`src/rtl/spi_4094_tx.sv`:
```
// rtl/spi_4094_tx.sv - serial loader for a chain of CD4094 shift/latch registers
module spi_4094_tx #(
    parameter int NUM_BITS = 24,
    parameter int CLK_DIV  = 4
) (
    input  logic                clk,
    input  logic                reset,
    input  logic                start,
    input  logic [NUM_BITS-1:0] data,
    output logic                busy,
    output logic                done,
    output logic                sclk,
    output logic                sdata,
    output logic                strobe,
    output logic                oe
);
    localparam int               CNT_W      = $clog2(NUM_BITS + 1);
    localparam logic [7:0]       DIV_RELOAD = 8'(CLK_DIV - 1);
    localparam logic [CNT_W-1:0] LAST_BIT   = CNT_W'(NUM_BITS - 1);

    typedef enum logic [2:0] {IDLE, LOW, HIGH, STROBE, DONE} state_t;

    state_t              state_q;
    logic [7:0]          div_q;
    logic [CNT_W-1:0]    bit_cnt_q;
    logic [NUM_BITS-1:0] shift_q;
    logic [NUM_BITS-1:0] shift_d;
    logic                busy_q, done_q, sclk_q, sdata_q, strobe_q, oe_q;

    assign shift_d = shift_q << 1;

    assign busy   = busy_q;
    assign done   = done_q;
    assign sclk   = sclk_q;
    assign sdata  = sdata_q;
    assign strobe = strobe_q;
    assign oe     = oe_q;

    // Outputs are assigned for the state being entered, so they change with the state.
    always_ff @(posedge clk or posedge reset) begin
        if (reset) begin
            state_q   <= IDLE;
            div_q     <= '0;
            bit_cnt_q <= '0;
            shift_q   <= '0;
            busy_q    <= 1'b0;
            done_q    <= 1'b0;
            sclk_q    <= 1'b0;
            sdata_q   <= 1'b0;
            strobe_q  <= 1'b0;
            oe_q      <= 1'b0;
        end else begin
            done_q <= 1'b0;
            case (state_q)
                IDLE, DONE: begin
                    div_q <= DIV_RELOAD;
                    if (start) begin
                        state_q   <= LOW;
                        shift_q   <= data;
                        bit_cnt_q <= '0;
                        busy_q    <= 1'b1;
                        sdata_q   <= data[NUM_BITS-1];
                    end else begin
                        state_q <= IDLE;
                        busy_q  <= 1'b0;
                        sdata_q <= 1'b0;
                    end
                end
                LOW: begin
                    if (div_q == 8'd0) begin
                        state_q <= HIGH;
                        div_q   <= DIV_RELOAD;
                        sclk_q  <= 1'b1;
                    end else begin
                        div_q <= div_q - 8'd1;
                    end
                end
                HIGH: begin
                    if (div_q == 8'd0) begin
                        div_q     <= DIV_RELOAD;
                        shift_q   <= shift_d;
                        bit_cnt_q <= bit_cnt_q + CNT_W'(1);
                        sclk_q    <= 1'b0;
                        if (bit_cnt_q == LAST_BIT) begin
                            state_q  <= STROBE;
                            sdata_q  <= 1'b0;
                            strobe_q <= 1'b1;
                        end else begin
                            state_q <= LOW;
                            sdata_q <= shift_d[NUM_BITS-1];
                        end
                    end else begin
                        div_q <= div_q - 8'd1;
                    end
                end
                STROBE: begin
                    if (div_q == 8'd0) begin
                        state_q  <= DONE;
                        div_q    <= DIV_RELOAD;
                        strobe_q <= 1'b0;
                        busy_q   <= 1'b0;
                        done_q   <= 1'b1;
                        // Outputs are enabled only once the latches hold a word we wrote.
                        oe_q     <= 1'b1;
                    end else begin
                        div_q <= div_q - 8'd1;
                    end
                end
                default: begin
                    state_q <= IDLE;
                    busy_q  <= 1'b0;
                    sclk_q  <= 1'b0;
                    sdata_q <= 1'b0;
                end
            endcase
        end
    end
endmodule
```
`config.mk`:
```
export PLATFORM = sky130hd
export DESIGN_NAME = spi_4094_tx
export DESIGN_NICKNAME = d
export VERILOG_FILES = /design/src/rtl/spi_4094_tx.sv
export SDC_FILE = /design/constraint.sdc
export NUM_CORES = 1
export LEC_CHECK = 0
export CAP_MARGIN = 20
export CORE_UTILIZATION = 55
export CTS_BUF_LIST = sky130_fd_sc_hd__clkbuf_8
export DETAILED_ROUTE_END_ITERATION = 16
export PLACE_DENSITY = 0.83
export SETUP_SLACK_MARGIN = 0.05
export SLEW_MARGIN = 40
export SYNTH_ARGS = -nofsm -noshare
export SYNTH_HDL_FRONTEND = slang
export SYNTH_SLANG_ARGS = --single-unit
```
`constraint.sdc`:
```
create_clock -name clk -period 2.3 [get_ports clk]
set_input_delay 0.23 -clock clk [delete_from_list [all_inputs] [get_ports clk]]
set_output_delay 0.23 -clock clk [all_outputs]
set_load 0.02 [all_outputs]
```
==> out/results.tsv <==
metric	value	unit
crit_fanout	4	
switching_power	312	uW
fin_crit_sh	88.8	%
switching_share	22.7	%
ios	33	
synth_top_area_share	50.3	%
h-tree-depth	2	
yosysTopAreaCell	dfrtp_1	
fin_crit	2.04	ns
ant_nets	0	
hp-class	in -> async	
cts_made_buffers	5	
gp_congestion	0.842	
clock_latency	0.30	ns
crit_end	div_q[6]	
diodes	0	
fp.dieH	65.8	um
rr_startpoint	div_q[0]	
synth_ff_type	dfrtp_1	
postCtsHoldBufs	0	
timing.fmax	0.489	GHz
ys_top_cells_by_area	dfrtp_1, o221a_2, nand2b_1	
dieWidth	65.8	um
tritoncts	built	
synth_edf_count	0	
via_per_inst	6.09	
r2r_slack	0.26	ns
fin_worst_hold_slack	0.373	ns
gr-usage-all-layers	24.5	%
r2r_cells	5	
crit_required	2.53	ns
comb_power_share	5.5	%
run_status	complete, no violations	
cp.arrival	2.28	ns
vias	1693	
cap_viol_max_count	0	
cts_root_buffer	clkbuf_8	
synth-seq-cells	45	
synth-xor-area-share	0	%
synth_simple_gate_area_share	20.0	%
syn_inst	194	
syn-num-nets	224	
crit_type	reg -> reg	
drt_iter0_drc	106	
async_reset_ff_share	100	%
r2r-end	div_q[6]	
grt_max_degree	46	
antenna_found_initial	0	
grt_overflow	0	
synth.distinct_cells	44	
cts_buffer_depth	2	
io_buffers	32	
numClockSinks	45	
route.detailed.drc	0	
avgSynthCellArea	11.5	um2
firstDrtPassIters	4	
power_frac_clock	36.3	%
fin_nets	259	
relSlewSlack	62.5	%
postCtsSetupBuffers	0	
path_clk_slew	0.09	ns
synth_compound_area_share	20.7	%
rows	22	
grt_pass1_vias	1642	
setup_viol	0	
wl	4.71	mm
start_kind	flip-flop	
hpwlAfterDp	3.26	mm
seq_area_frac_synth	50.3	%
p_int	1.06	mW
fillers	271	
yosys_warnings	0	
drive_above_1_share	23.0	%
synthMuxAreaShare	3.18	%
critPathLaunch	div_q[0]	
max_slew.worst_pin.slew	0.562	ns
cp-end-kind	flip-flop	
finish.instance_area	2720	um2
hold_viol_final	0	
die-area	4330	um2
grt_first_pass_wirelength	7.94	mm
syn_to_final_growth	21.5	%
synth_top_family_by_area	compound AO/OA/AOI/OAI gates	
setup_tns	0	ns
initial_core_util	59.4	%
rsz0062_at_grt	no	
irDropWorstVdd	0.000291	V
synth_adder_area_share	1.68	%
netlist_area	2240	um2
cts_resized	0	
power.static_leakage	1.21	nW
core	3770	um2
dpl_cell_area	2630	um2
routedWlPerCell	16.9	um
power_density	505	nW/um2
seq_power_share	58.3	%
p_total	1.37	mW
maxSlewViolCount	0	
skew	0.00707	ns
## area by class of cell
class	instances	area, um2	share of cell area (%)
clock buffers	5	68.8	2.53
clock inverters	3	21.3	0.782
inverters	8	30.0	1.10
multi-input cells	128	1030	37.7
flip-flops and latches	45	1130	41.4
well taps	48	60.1	2.21
repair buffers	41	388	14.3
## layout by cell type (no fill, tap or decap), types with 2 or more instances in the layout
| cell type | Yosys | layout |
|---|---|---|
| a31o_2 | 3 | 3 |
| o21ai_0 | 3 | 3 |
| mux2i_1 | 6 | 6 |
| a211o_1 | 2 | 2 |
| o311ai_0 | 4 | 4 |
| a21oi_1 | 5 | 5 |
| nor2_1 | 5 | 5 |
| nand2b_1 | 26 | 26 |
| clkdlybuf4s50_1 | 0 | 32 |
| dfrtp_1 | 45 | 45 |
| or2_2 | 2 | 2 |
| nor4_1 | 2 | 2 |
| or4_1 | 3 | 3 |
| nand2_1 | 6 | 6 |
| o31ai_1 | 2 | 2 |
| clkbuf_8 | 0 | 5 |
| nor2b_1 | 3 | 3 |
| and3_1 | 2 | 2 |
| or3b_2 | 2 | 2 |
| nand4_1 | 2 | 2 |
| a31oi_1 | 3 | 3 |
| inv_1 | 8 | 8 |
| nand4b_1 | 3 | 3 |
| nor3b_2 | 1 | 2 |
| o221a_2 | 22 | 22 |
| buf_4 | 0 | 9 |
| ha_1 | 3 | 3 |
## registers in the layout (all words and copies together) (netlist names)
signal	cells
sdata	1
done	1
sclk	1
state_q	3
bit_cnt_q	5
strobe	1
busy	1
oe	1
shift_q	23
div_q	8
## metrics by stage
step           worst slack, ns  util, %  std cells
6_report                 0.257     72.1        278
5_1_grt                  0.167     72.1        278
4_1_cts                  0.256     72.1        278
3_5_place_dp             0.286     69.7        270
3_3_place_gp             0.363     69.7        270
2_1_floorplan            0.407        -        194
## worst min path at each step
stage | start | end | slack [ns] | cells after the start
finish | reset | shift_q[10] | 0.37 | 3
global route | reset | shift_q[10] | 0.43 | 3
CTS | reset | shift_q[10] | 0.38 | 3
detailed placement | oe | oe | 0.47 | 1
global placement | oe | oe | 0.45 | 1
floorplan | data[0] | shift_q[0] | 0.44 | 2
## layer usage
| layer | share of wire (%) | wire [um] | up-vias | global-route usage, % |
|---|---|---|---|---|
| met2 | 48 | 2260 | 28 | 37.1 |
| met4 | 1.3 | 61 | 0 | 7.34 |
| met5 | 0 | 0 | - | 0 |
| met3 | 3.7 | 174 | 7 | 5.52 |
| li1 | - | - | 810 | - |
| met1 | 47 | 2220 | 848 | 34.8 |
## power groups by stage
stage	Combinational, mW	Clock (mW)	Sequential, mW
final	0.0753	0.498	0.800
after global placement	0.0752	0	0.815
after floorplan	0.0245	0	0.816
after CTS	0.0768	0.513	0.800
after global routing	0.0822	0.546	0.802
after detailed placement	0.0773	0	0.816
## cell usage after synthesis, types with 2 or more instances
cell type and count:
nor2b_1 3, or2_2 2, nand4b_1 3, a211o_1 2
clkbuf_1 7, nand2b_1 26, a21oi_1 5, o31ai_1 2
mux2i_1 6, a31oi_1 3, or3b_2 2, nor3b_1 2
o311ai_0 4, a31o_2 3, inv_1 8, o21ai_0 3
nand4_1 2, dfrtp_1 45, nor2_1 5, nand2_1 6
or4_1 3, nor4_1 2, and3_1 2, o221a_2 22
ha_1 3, buf_2 5
## critical path, stage by stage (launching register included)
cell and delay [ns]:
dfrtp_1 0.40, inv_1 0.11, ha_1 0.17, or4b_1 0.51, or4b_2 0.63, a21oi_1 0.15
## logic make-up (layout without fill, tap and decap cells)
kind of cell	after synthesis	count (layout)
fa+ha+maj	3	3
simple gates	67	67
compound gates	51	51
flops	45	45
buf+inv	21	57
mux	7	7
Power figures use the tool's default switching activity.
